--- config.mk ---
export PLATFORM = sky130hd
export DESIGN_NAME = bias_act_stream
export DESIGN_NICKNAME = d
export VERILOG_FILES = /design/src/rtl/bias_act_stream.sv
export SDC_FILE = /design/constraint.sdc
export NUM_CORES = 1
export LEC_CHECK = 0
export ABC_AREA = 1
export CORE_ASPECT_RATIO = 0.75
export CORE_MARGIN = 2
export CORE_UTILIZATION = 45
export CTS_CLUSTER_SIZE = 40
export DETAILED_ROUTE_END_ITERATION = 7
export PLACE_DENSITY_LB_ADDON = 0.15
export SYNTH_ARGS = -nofsm -noshare
export SYNTH_HDL_FRONTEND = slang
export SYNTH_SLANG_ARGS = --single-unit
--- constraint.sdc ---
create_clock -name clk -period 5.27 [get_ports clk]
set_clock_uncertainty 0.05 [all_clocks]
set_input_delay 1.054 -clock clk [delete_from_list [all_inputs] [get_ports clk]]
set_output_delay 1.054 -clock clk [all_outputs]
set_load 0.01 [all_outputs]
--- src/rtl/bias_act_stream.sv ---
// bias_act_stream: per-channel bias add, optional ReLU and saturation on a
// valid/ready activation stream. One output register gives 1-cycle latency
// and full throughput while the downstream keeps out_ready high.
module bias_act_stream #(
    parameter int N_CH   = 10,
    parameter int DATA_W = 32,
    parameter int BIAS_W = 32,
    parameter int OUT_W  = 32,
    localparam int CH_W  = $clog2(N_CH)
) (
    input  logic              clk,
    input  logic              rst,
    input  logic              bias_we,
    input  logic [CH_W-1:0]   bias_addr,
    input  logic [BIAS_W-1:0] bias_data,
    input  logic              relu_en,
    input  logic              in_valid,
    output logic              in_ready,
    input  logic [DATA_W-1:0] in_data,
    input  logic              in_last,
    output logic              out_valid,
    input  logic              out_ready,
    output logic [OUT_W-1:0]  out_data,
    output logic              out_last,
    output logic [CH_W-1:0]   out_ch,
    output logic              err_align,
    output logic [15:0]       sat_cnt
);
    // Sum width large enough that the add can never overflow.
    localparam int W = ((DATA_W > BIAS_W) ? DATA_W : BIAS_W) + 1;
    localparam logic [CH_W-1:0] LAST_CH = CH_W'(N_CH - 1);
    // Output range limits, sign-extended to the sum width.
    localparam logic signed [W-1:0] MAX_P = {{(W-OUT_W+1){1'b0}}, {(OUT_W-1){1'b1}}};
    localparam logic signed [W-1:0] MIN_N = {{(W-OUT_W+1){1'b1}}, {(OUT_W-1){1'b0}}};

    logic [BIAS_W-1:0]     r_bias [N_CH];
    logic [CH_W-1:0]       r_ch;
    logic                  r_err;
    logic [15:0]           r_sat;
    logic                  r_out_valid;
    logic [OUT_W-1:0]      r_out_data;
    logic                  r_out_last;
    logic [CH_W-1:0]       r_out_ch;

    logic [N_CH-1:0]       w_bias_wr;
    logic                  w_accept;
    logic                  w_is_last_ch;
    logic [BIAS_W-1:0]     w_bias_sel;
    logic signed [W-1:0]   w_sum;
    logic signed [W-1:0]   w_act;
    logic                  w_hi;
    logic                  w_lo;
    logic [OUT_W-1:0]      w_res;

    // Per-entry write decode; addresses beyond the bank match no entry.
    generate
        for (genvar gi = 0; gi < N_CH; gi++) begin : g_wr
            assign w_bias_wr[gi] = bias_we && (bias_addr == CH_W'(gi));
        end
    endgenerate

    assign in_ready     = !r_out_valid || out_ready;
    assign w_accept     = in_valid && in_ready;
    assign w_is_last_ch = (r_ch == LAST_CH);
    assign w_bias_sel   = r_bias[r_ch];

    // Datapath: widen, add, optional ReLU, then clamp to the output range.
    always_comb begin
        w_sum = W'($signed(in_data)) + W'($signed(w_bias_sel));
        w_act = (relu_en && w_sum[W-1]) ? '0 : w_sum;
        w_hi  = (w_act > MAX_P);
        w_lo  = (w_act < MIN_N);
        if (w_hi)
            w_res = MAX_P[OUT_W-1:0];
        else if (w_lo)
            w_res = MIN_N[OUT_W-1:0];
        else
            w_res = w_act[OUT_W-1:0];
    end

    // Bias bank; a beat accepted in the write cycle already read the old value.
    always_ff @(posedge clk) begin
        for (int i = 0; i < N_CH; i++) begin
            if (!rst)
                r_bias[i] <= '0;
            else if (w_bias_wr[i])
                r_bias[i] <= bias_data;
        end
    end

    // Channel tracking, sticky alignment error and saturation counter.
    always_ff @(posedge clk) begin
        if (!rst) begin
            r_ch  <= '0;
            r_err <= 1'b0;
            r_sat <= '0;
        end else if (w_accept) begin
            r_ch <= (in_last || w_is_last_ch) ? '0 : r_ch + CH_W'(1);
            if (in_last != w_is_last_ch)
                r_err <= 1'b1;
            if ((w_hi || w_lo) && (r_sat != 16'hFFFF))
                r_sat <= r_sat + 16'd1;
        end
    end

    // Output register: load on accept, drop valid once taken, hold when stalled.
    always_ff @(posedge clk) begin
        if (!rst) begin
            r_out_valid <= 1'b0;
            r_out_data  <= '0;
            r_out_last  <= 1'b0;
            r_out_ch    <= '0;
        end else if (w_accept) begin
            r_out_valid <= 1'b1;
            r_out_data  <= w_res;
            r_out_last  <= in_last;
            r_out_ch    <= r_ch;
        end else if (out_ready) begin
            r_out_valid <= 1'b0;
        end
    end

    assign out_valid = r_out_valid;
    assign out_data  = r_out_data;
    assign out_last  = r_out_last;
    assign out_ch    = r_out_ch;
    assign err_align = r_err;
    assign sat_cnt   = r_sat;

endmodule

# Yosys cells after proc, flatten, opt, wreduce, memory -nomap -nowiden
# Memories as Yosys holds them, arrays and structs flattened. A register that Yosys moved wholly into a read port is not among the register bits.
# Index checks and enable logic that the tools add are counted.
word_totals:
  output_inout_bits: 56
  word_cells: 105
  ff_bits: 59
  ramBits: 320
  in_bits: 75
  memories: 1
op_classes:
  reduce_logical: 21
  addsub: 3
  bitwise_logic: 10
  magnitude_cmp: 2
  mux: 49
  eq_ne: 12
mem_list:
  columns: ["name", "words", "word_bits", "read_ports", "rd_ports_with_merged_regs", "write_ports", "line", "text"]
  rows:
  - ["r_bias", 10, 32, 1, 1, 10, "36", "logic [BIAS_W-1:0] r_bias [N_CH];"]
ops:
  columns: ["cell", "count"]
  rows:
  - ["$mux 32", 12]
  - ["$add 32x32->33", 1]
  - ["$gt 33x32->1 const B", 1]
  - ["$lt 33x32->1 const B", 1]
  - ["$mux 1", 33]
  - ["$mux 33", 1]
  - ["$add 16x1->16 const B", 1]
  - ["$eq 4x3->1 const B", 4]
  - ["$ne 16x16->1 const B", 1]
  - ["$logic_and 1x1->1", 13]
  - ["$eq 4x4->1 const B", 3]
  - ["$mux 4", 3]
  - ["$or 1x1->1", 10]
  - ["$eq 4x2->1 const B", 2]
  - ["$add 4x1->4 const B", 1]
  - ["$eq 4x1->1 const B", 1]
  - ["$logic_not 4->1", 1]
  - ["$reduce_and 2->1", 2]
  - ["$logic_or 1x1->1", 3]
  - ["$reduce_bool 2->1", 1]
  - ["$logic_not 1->1", 1]
  - ["$ne 1x1->1", 1]

# Logic depth before layout (Yosys ltp)
# Gate-level depths: netlist of run 1.
logic_depth:
  word_depth: 7
  mapped_depth: 28
  mapped_depth_nobuf: 25

# Least setup slack after synthesis of run 1
# Ideal clock, no wire load.
synth_timing:
  kind: "input -> register"
  from: "in bias_addr[2]"
  to: "mem r_bias[0][0], enable pin"
  t_arrival_ns: 3.828
  setup_ns: 0.466
  t_required_ns: 4.754
  slack_ns: 0.926
  path_buffers: 0
  path_stages: 3
  cell_sequence: "nor3_1 inv_1 o21ai_0"
synth_rtl:
  columns: ["item", "line", "text"]
  rows:
  - ["from (decl)", "14", "input logic [CH_W-1:0] bias_addr,"]
  - ["to (decl)", "36", null]

==> results of run 1 <==
==> Yosys cell counts (3+ instances only) <==
master	count
nand4_1	7
nand3_1	103
nor2_2	4
mux2i_1	95
nand2_4	3
o21bai_1	10
o211ai_1	65
clkinv_1	35
buf_1	10
o21ai_0	134
buf_2	18
nand3b_1	25
dfxtp_1	63
a21oi_1	108
inv_2	4
nor4_1	3
xor2_1	20
xnor2_1	12
nor2_1	451
clkbuf_1	78
nor3_1	10
edfxtp_1	320
ha_1	36
nand2_2	7
inv_1	192
nand2_1	266
a21oi_2	3
==> worst max path at each step <==
| stage | from | endpoint | slack [ns] | cells after the start |
|---|---|---|---|---|
| finish | register | out_data[28] | 0.84 | 22 |
| global route | register | out_data[12] | 0.44 | 19 |
| detailed placement | register | out_data[10] | 0.89 | 22 |
| global placement | register | out_data[7] | 0.99 | 22 |
| floorplan | bias_addr[2] | r_bias[0][0] | 0.93 | 3 |
| CTS | register | out_data[28] | 0.86 | 22 |
==> power by group <==
part	switching [W]	internal [W]	total, W
Sequential	0.0000762	0.00347	0.00355
Combinational	0.000840	0.000516	0.00136
Clock	0.00119	0.00145	0.00264
==> worst max-delay path: cells and delay by family (launching register included) <==
kind                       cells  cell delay, ns
AOI/OAI and AO/OA              4            0.87
muxes                          1            0.23
DFF                            1            0.92
buffers and inverters          4            0.69
adders and majority gates      1            0.46
and+or+nand+nor               12            1.08
==> final cells by class <==
cell class,instances,area [µm²],share of cell area
tap,569,711.9,0.03141
inverter,231,867.1,0.03825
multi-input combinational,1373,7306,0.3223
sequential,383,10880,0.4799
timing repair buffer,176,1722,0.07596
clock buffer,49,1031,0.04548
clock inverter,22,152.6,0.006734
==> per-layer routing <==
| metal | share of wire | global-route usage | up-vias | wire length (µm) |
|---|---|---|---|---|
| li1 | - | - | 7268 | - |
| met1 | 0.47 | 0.3583 | 7053 | 25280 |
| met2 | 0.43 | 0.3602 | 529 | 23060 |
| met3 | 0.084 | 0.05153 | 81 | 4548 |
| met4 | 0.018 | 0.05488 | 0 | 972 |
| met5 | 0 | 0 | - | 0 |
==> state kept, by name, summed over array words and instances, names as in the netlist, named ones only <==
signal	count
r_bias	320
out_data	32
sat_cnt	16
out_ch	4
r_ch	4
err_align	1
out_last	1
out_valid	1
==> per-stage QoR <==
step / cells / util / cell area, µm² / hold WS (ns)
after global placement: 2732 / 0.5080 / 21480 / 0.4162
after detailed placement: 2732 / 0.5080 / 21480 / 0.4103
final: 2803 / 0.5360 / 22670 / 0.4134
after CTS: 2803 / 0.5360 / 22670 / 0.4192
after global routing: 2803 / 0.5360 / 22670 / 0.4389
after floorplan: 2095 / - / 19400 / 0.4240
==> logic make-up after synthesis <==
group                    after synthesis  share of synthesized area
AND/OR/NAND/NOR                      884                     0.1891
flip-flops                           383                     0.5604
buffers and inverters                339                    0.06754
AO/OA/AOI/OAI                        325                    0.09521
multiplexers                          95                    0.04903
adder cells (fa/ha/maj)               37                    0.02425
XOR/XNOR                              32                    0.01445
==> metrics.md, run 1 <==
| Metric | Value |
|---|---|
| Cells after synthesis | 2,095 |
| Synth top area share | 0.4954 |
| Max Slew Vio Count | 0 |
| Routability cong. | 0.8644 |
| Wire per inst | 19.22 µm |
| Commonest non-fill, non-tap cell in the layout | nor2_1 |
| Required time of the critical path | 5.71 ns |
| Critical path startpoint category | register |
| FP Rows | 65 |
| # resized after CTS | 0 |
| Mapped cell area | 0.01940 mm² |
| Max stage delay cell, worst path | dfxtp_4 |
| CORE AREA | 0.04229 mm² |
| Vias | 14,930 |
| Die ar. | 0.04480 mm² |
| Initial Util | 0.4586 |
| Largest stage delay on the critical path | 0.92 ns |
| Worst r2r path cells | 22 |
| Initial antenna violation count | 0 |
| Maximum vdd drop | 0.2200 mV |
| Number of synthesized flops with an enable pin | 320 |
| Cts bufs inserted | 39 |
| Cell variety after synth | 36 |
| Post-layout nets | 2,316 |
| Reg2reg setup slack | 0.84 ns |
| Final Hold Vio Count | 0 |
| Fin Setup TNS | 0 ns |
| Worst hold endpoint | err_align |
| Critical path peak fanout | 59 |
| Final WL | 53.86 mm |
| CTS H-tree lvls | 2 |
| Setup ws final | 0.8352 ns |
| Pin count of the biggest net entering global routing | 75 |
| Vias in the first global route | 14,240 |
| Crit path DAT | 4.87 ns |
| Seq/Total Area, Yosys | 0.5604 |
| Root buf cell | clkbuf_16 |
| Area growth syn-to-layout | 16.86% |
| DP Worst Slack | 0.8921 ns |
| I/O Buffers | 130 |
| Achievable Freq | 0.2255 GHz |
| Synthesized net count | 2,207 |
| TritonRoute pass-1 iters | 5 |
| Async set-or-reset flop fraction in the synthesized netlist | 0 |
| CTS tree | yes |
| Hpwl dp | 34.52 mm |
| Grt ovf | 0 |
| Tot Pwr | 0.007546 W |
| Postcts setup bufs | 0 |
| Drt drc | 0 |
| Most frequent CP cell | nand2_1 |
| Max Cap Viol | 0 |
| First-pass GRT wire length | 82.97 mm |
| Yosys synthesis warning count | 0 |
| Die H | 183.8 µm |
| Vias per Instance | 5.327 |
| Max-slew headroom | 0.3796 |
| Hold-critical path depth | 2 |
| DRT iter0 DRCs | 1,324 |
| Ratio of cells with drive above 1 in the final layout | 0.06043 |
| Period utilization | 0.8415 |
| Die width | 243.7 µm |
| Register bit total from synthesis | 383 |
| Top_reg_cell synth | edfxtp_1 |
| Worst setup EP type | register |
| Ranking of synthesized cells by area | edfxtp_1, nor2_1, dfxtp_1, nand2_1, mux2i_1 |
| Filler cells | 3,825 |
| RSZ-0062 raised after global routing | no |
| Most frequent cells in the layout | nor2_1, edfxtp_1, nand2_1 |
| Hold Buf Count CTS | 0 |
| Pwr Density | 332.9 mW/mm² |
| Average size of a mapped cell | 9.258 µm² |
| Worst Hold Class | reg -> reg |
| Global Route Usage Sum | 0.2409 |
| Startpoint of the worst hold path | err_align |
| Antenna-violating nets left | 0 |
| Status | completed |
| CP Class | reg -> reg |
| Sink Count | 383 |
| Worst-margin pin slew | 0.9271 ns |
| LEAKAGE | 8.884 nW |
| Yosys top cell by area | edfxtp_1 |
| Worst skew pair latency | 0.56 ns |
| # setup viols final | 0 |
| Final worst path period need | 4.435 ns |
| Antenna diode count | 0 |
| Io pins | 131 |
| Critical R2R Capture | out_data[28] |
| Reg clk slew, reported paths | 0.06 ns |
| Critical path cell sequence | buf_12, mux2i_1, o21ai_0, o211ai_1, o21ai_0, ha_1, nand2_1, inv_1, nand2_1, nand2_1, nand2_1, nand2_1, a21oi_2, nand2_1, nand2_1, nand2_1, nand3_4, buf_4, nand3b_1, nand3_1, nand2_1, inv_1 |
| Clk buf depth | 3 |
No activity file was read; power rests on OpenSTA's default activity.
==> inputs of run 2 (changes only) <==
==> constraint.sdc (replaced) <==
create_clock -name clk -period 3.8 [get_ports clk]
set_clock_uncertainty 0.05 [all_clocks]
set_input_delay 0.76 -clock clk [delete_from_list [all_inputs] [get_ports clk]]
set_output_delay 0.76 -clock clk [all_outputs]
set_load 0.01 [all_outputs]
==> run 2 against run 1 <==
Wire length up 6.8%. Via count up 2.6%. Register-to-register slack lost 0.70 ns. Sequential share of layout area shrank 2.4 points. First-iteration DRC count increased by 28%. Clock power rose by 44%. Non-clock buffer count rose by 61. Critical path type unchanged. Largest power group unchanged.
==> metrics.md, run 2 (synthesis results as in run 1) <==
| Metric | Value |
|---|---|
| Ratio of cells with drive above 1 in the final layout | 0.1142 |
| Antenna-violating nets left | 0 |
| Worst setup EP type | register |
| Global Route Usage Sum | 0.2451 |
| Critical path startpoint category | register |
| Initial antenna violation count | 2 |
| Initial Util | 0.4586 |
| Clk buf depth | 3 |
| Fin Setup TNS | 0 ns |
| LEAKAGE | 9.359 nW |
| Status | completed |
| Final worst path period need | 3.669 ns |
| Max FFs per register | 320 |
| Antenna diode count | 0 |
| Wire per inst | 20.08 µm |
| Post-layout nets | 2,378 |
| Hold Buf Count CTS | 0 |
| First-pass GRT wire length | 84.21 mm |
| Drt drc | 0 |
| CORE AREA | 0.04229 mm² |
| # setup viols final | 0 |
| Critical path peak fanout | 23 |
| CP Class | reg -> reg |
| Crit path DAT | 4.07 ns |
| Sink Count | 383 |
| Commonest non-fill, non-tap cell in the layout | nor2_1 |
| Routability cong. | 0.8946 |
| Worst-margin pin slew | 0.9462 ns |
| Reg clk slew, reported paths | 0.06 ns |
| Achievable Freq | 0.2725 GHz |
| Reg2reg setup slack | 0.13 ns |
| Worst r2r path cells | 24 |
| Most frequent cells in the layout | nor2_1, edfxtp_1, nand2_1 |
| Required time of the critical path | 4.20 ns |
| Critical R2R Capture | out_data[11] |
| CTS H-tree lvls | 2 |
| Period utilization | 0.9656 |
| I/O Buffers | 130 |
| Vias in the first global route | 14,260 |
| Hold-critical path depth | 2 |
| Final Hold Vio Count | 0 |
| Area growth syn-to-layout | 23.01% |
| Max-slew headroom | 0.3654 |
| Vias | 15,320 |
| Pin count of the biggest net entering global routing | 75 |
| Most flops, register | r_bias |
| Pwr Density | 458.4 mW/mm² |
| Max Cap Viol | 0 |
| Maximum vdd drop | 0.3968 mV |
| Final WL | 57.50 mm |
| Worst Hold Class | reg -> reg |
| Worst hold endpoint | err_align |
| Startpoint of the worst hold path | err_align |
| RSZ-0062 raised after global routing | yes |
| DP Worst Slack | 0.04550 ns |
| DRT iter0 DRCs | 1,697 |
| Die width | 243.7 µm |
| Vias per Instance | 5.349 |
| Root buf cell | clkbuf_16 |
| Io pins | 131 |
| Die H | 183.8 µm |
| Die ar. | 0.04480 mm² |
| Cts bufs inserted | 40 |
| CTS tree | yes |
| Util after Layout | 0.5642 |
| Hpwl dp | 34.67 mm |
| Max Slew Vio Count | 0 |
| FP Rows | 65 |
| Setup ws final | 0.1308 ns |
| TritonRoute pass-1 iters | 5 |
| Worst skew pair latency | 0.56 ns |
| Grt ovf | 0 |
-- run 2: critical path, cell delays in order, from the launching register on --
cell and delay [ns]:
dfxtp_4 0.37, buf_12 0.14, buf_4 0.13, clkbuf_16 0.19
o21ai_2 0.14, o21ai_1 0.11, o211ai_1 0.37, o21ai_2 0.19
ha_4 0.33, nand2_2 0.07, nor2_2 0.12, inv_1 0.07
nor2_1 0.10, nand2_1 0.07, nand2_2 0.11, nand2_2 0.08
nand2_1 0.08, nand2_1 0.07, nand2_2 0.08, nand3_4 0.16
clkbuf_16 0.23, nand3b_1 0.09, nand3_1 0.07, nand2_1 0.09
inv_1 0.03
-- run 2: worst max-delay path by stage --
stage / to / cells after the start
3_5_place_dp: out_data[12] / 23
2_1_floorplan: r_bias[0][0] / 3
4_1_cts: out_data[12] / 23
3_3_place_gp: out_data[30] / 25
5_1_grt: out_data[21] / 24
6_report: out_data[11] / 24
-- run 2: where the power goes --
group	leakage (nW)	total, W	switching [W]	internal [W]
Sequential	3.58	0.00491	0.0000938	0.00482
Combinational	5.18	0.00224	0.00132	0.000924
Clock	0.599	0.00379	0.00167	0.00212
Total	9.36	0.0109	0.00308	0.00786
-- run 2: cell type report --
| type | instances | area, µm² |
|---|---|---|
| inverters | 231 | 869.6 |
| clock buffers | 48 | 1052 |
| fillers | 3772 | 18430 |
| repair buffers | 237 | 2519 |
| well taps | 569 | 711.9 |
| multi-input cells | 1373 | 7641 |
| flip-flops and latches | 383 | 10880 |
| clock inverters | 23 | 186.4 |
-- run 2: metal layers --
| metal | wire length, µm | GRT usage | share of wire |
|---|---|---|---|
| met1 | 26490 | 0.3653 | 0.46 |
| met2 | 24830 | 0.3644 | 0.43 |
| met3 | 5135 | 0.05357 | 0.089 |
| met4 | 1026 | 0.05585 | 0.018 |
| met5 | 13 | 0 | 0.00023 |
-- run 2: repair_timing --
item                                    4_1_cts  5_1_grt
buffers inserted                              0       29
gates resized for setup                       0      130
endpoints found under the setup margin        0       47
-- run 2: metrics by stage --
stage          cell area (µm²)  hold WS, ns  cells  total power (W)
5_1_grt                  23860       0.4356   2864          0.01141
3_5_place_dp             21720       0.3959   2753         0.006959
4_1_cts                  22950       0.4054   2824          0.01073
2_1_floorplan            19400       0.4240   2095         0.006231
6_report                 23860       0.3983   2864          0.01094
3_3_place_gp             21720       0.3873   2753         0.006935
==> inputs of run 3 (changes only) <==
--- a/config.mk
+++ b/config.mk
@@ -8,10 +8,11 @@
 export ABC_AREA = 1
 export CORE_ASPECT_RATIO = 0.75
 export CORE_MARGIN = 2
-export CORE_UTILIZATION = 45
+export CORE_UTILIZATION = 50
 export CTS_CLUSTER_SIZE = 40
 export DETAILED_ROUTE_END_ITERATION = 7
 export PLACE_DENSITY_LB_ADDON = 0.15
+export SKIP_CTS_REPAIR_TIMING = 1
 export SYNTH_ARGS = -nofsm -noshare
 export SYNTH_HDL_FRONTEND = slang
 export SYNTH_SLANG_ARGS = --single-unit
==> run 3 against run 2 <==
Total power is 1.5% higher. Die area is 9.8% lower. Fmax is 0.91% lower. Clock-buffer cell count is 1 higher. Core utilization is 6.6 points higher. Register-to-register slack worse by 0.03 ns. Sequential cell count stayed put. Critical path type unchanged.
==> metrics.md, run 3 (synthesis results as in run 1) <==
| Metric | Value |
|---|---|
| Max FFs per register | 320 |
| Antenna-violating nets left | 0 |
| Wire per inst | 20.11 µm |
| # setup viols final | 0 |
| Commonest non-fill, non-tap cell in the layout | nor2_1 |
| Tot Pwr | 0.01110 W |
| Max-slew headroom | 0.4674 |
| Maximum vdd drop | 0.2992 mV |
| Area growth syn-to-layout | 24.29% |
| Highest Signal Layer | met4 |
| Routability cong. | 0.8989 |
| Sink Count | 383 |
| Die width | 231.4 µm |
| Met1 WL | 25.22 mm |
| DR WL met2 | 25.75 mm |
| Final WL | 57.20 mm |
| Most frequent cells in the layout | nor2_1, edfxtp_1, nand2_1 |
| Required time of the critical path | 4.22 ns |
| RSZ-0062 raised after global routing | yes |
| Antenna diode count | 0 |
| Global Route Usage Sum | 0.2696 |
| Max Slew Vio Count | 0 |
| Root buf cell | clkbuf_16 |
| Post-layout nets | 2,415 |
| Die ar. | 0.04040 mm² |
| Grt ovf | 0 |
| Reg clk slew, reported paths | 0.06 ns |
| TritonRoute pass-1 iters | 6 |
| Initial Util | 0.5072 |
| CP Class | reg -> reg |
| Critical path peak fanout | 8 |
| Pin count of the biggest net entering global routing | 64 |
| Pwr Density | 460.3 mW/mm² |
| Status | completed |
| Hpwl dp | 34.91 mm |
| Final worst path period need | 3.703 ns |
| Final Hold Vio Count | 0 |
| Max Cap Viol | 0 |
| Vias per Instance | 5.489 |
| Reg2reg setup slack | 0.1 ns |
| Period utilization | 0.9744 |
| CORE AREA | 0.03824 mm² |
| Cts bufs inserted | 39 |
| Setup ws final | 0.09728 ns |
| First-pass GRT wire length | 83.43 mm |
| Drt drc | 0 |
| LEAKAGE | 9.585 nW |
| DRT iter0 DRCs | 1,732 |
| DP Worst Slack | 0.01015 ns |
| Met3 routed WL | 5.382 mm |
| I/O Buffers | 130 |
| Clk buf depth | 3 |
| Vias in the first global route | 14,380 |
| Achievable Freq | 0.2701 GHz |
| FP Rows | 62 |
| Initial antenna violation count | 0 |
| Crit path DAT | 4.12 ns |
| Vias | 15,620 |
| CTS H-tree lvls | 2 |
| Io pins | 131 |
| Ratio of cells with drive above 1 in the final layout | 0.1264 |
| Critical path startpoint category | register |
| CTS tree | yes |
| Worst skew pair latency | 0.56 ns |
| Worst-margin pin slew | 0.7990 ns |
| Die H | 174.6 µm |
| Worst Hold Class | reg -> reg |
| Most flops, register | r_bias |
| Worst setup EP type | register |
run 3: worst paths after layout:
check	from	end	depth (start not counted)
max	register	sat_cnt[11]	22
min	err_align	err_align	2
max reg2reg	register	sat_cnt[11]	22
min reg2reg	err_align	err_align	2
run 3: worst max-delay path, cell delays in order, from the launching register on:
cell	delay, ns
dfxtp_4	0.42
buf_12	0.15
buf_16	0.13
buf_4	0.11
buf_4	0.11
a21oi_1	0.06
o21ai_0	0.09
o21ai_0	0.14
o211ai_1	0.23
o21ai_2	0.12
ha_1	0.36
a21oi_1	0.19
nand2_1	0.10
nand2_1	0.09
nand2_1	0.08
a21oi_2	0.22
nand3_4	0.13
nand2_4	0.10
nand3_4	0.17
nand2_8	0.17
buf_12	0.13
nand3_1	0.07
a21oi_1	0.16
run 3: stage by stage:
step           hold slack, ns  instances  cell area (µm²)  utilization  setup TNS [ns]
3_3_place_gp           0.3958       2711            21810       0.5702               0
3_5_place_dp           0.3960       2711            21810       0.5702               0
5_1_grt                0.4452       2845            24110       0.6304          -1.262
4_1_cts                0.4057       2782            23090       0.6037        -0.01531
6_report               0.4041       2845            24110       0.6304               0
2_1_floorplan          0.4240       2095            19400            -          -32.00
run 3: layer usage:
layer | track usage | vias up
li1 | - | 7467
met1 | 0.4028 | 7402
met2 | 0.4109 | 695
met3 | 0.04977 | 51
met4 | 0.05699 | 0
met5 | 0 | -
run 3: power breakdown:
part	switching (W)	total, W	internal (W)
logic	0.00132	0.00230	0.000984
registers	0.0000923	0.00491	0.00481
clock network	0.00167	0.00389	0.00222
total	0.00308	0.0111	0.00802
run 3: area by class of cell:
cell class / count / area, µm²
clock buffers: 49 / 1033
clock inverters: 22 / 246.5
fillers: 3104 / 14140
inverters: 231 / 870.8
multi-input cells: 1374 / 7585
flip-flops and latches: 383 / 10880
well taps: 512 / 640.6
repair buffers: 274 / 2853
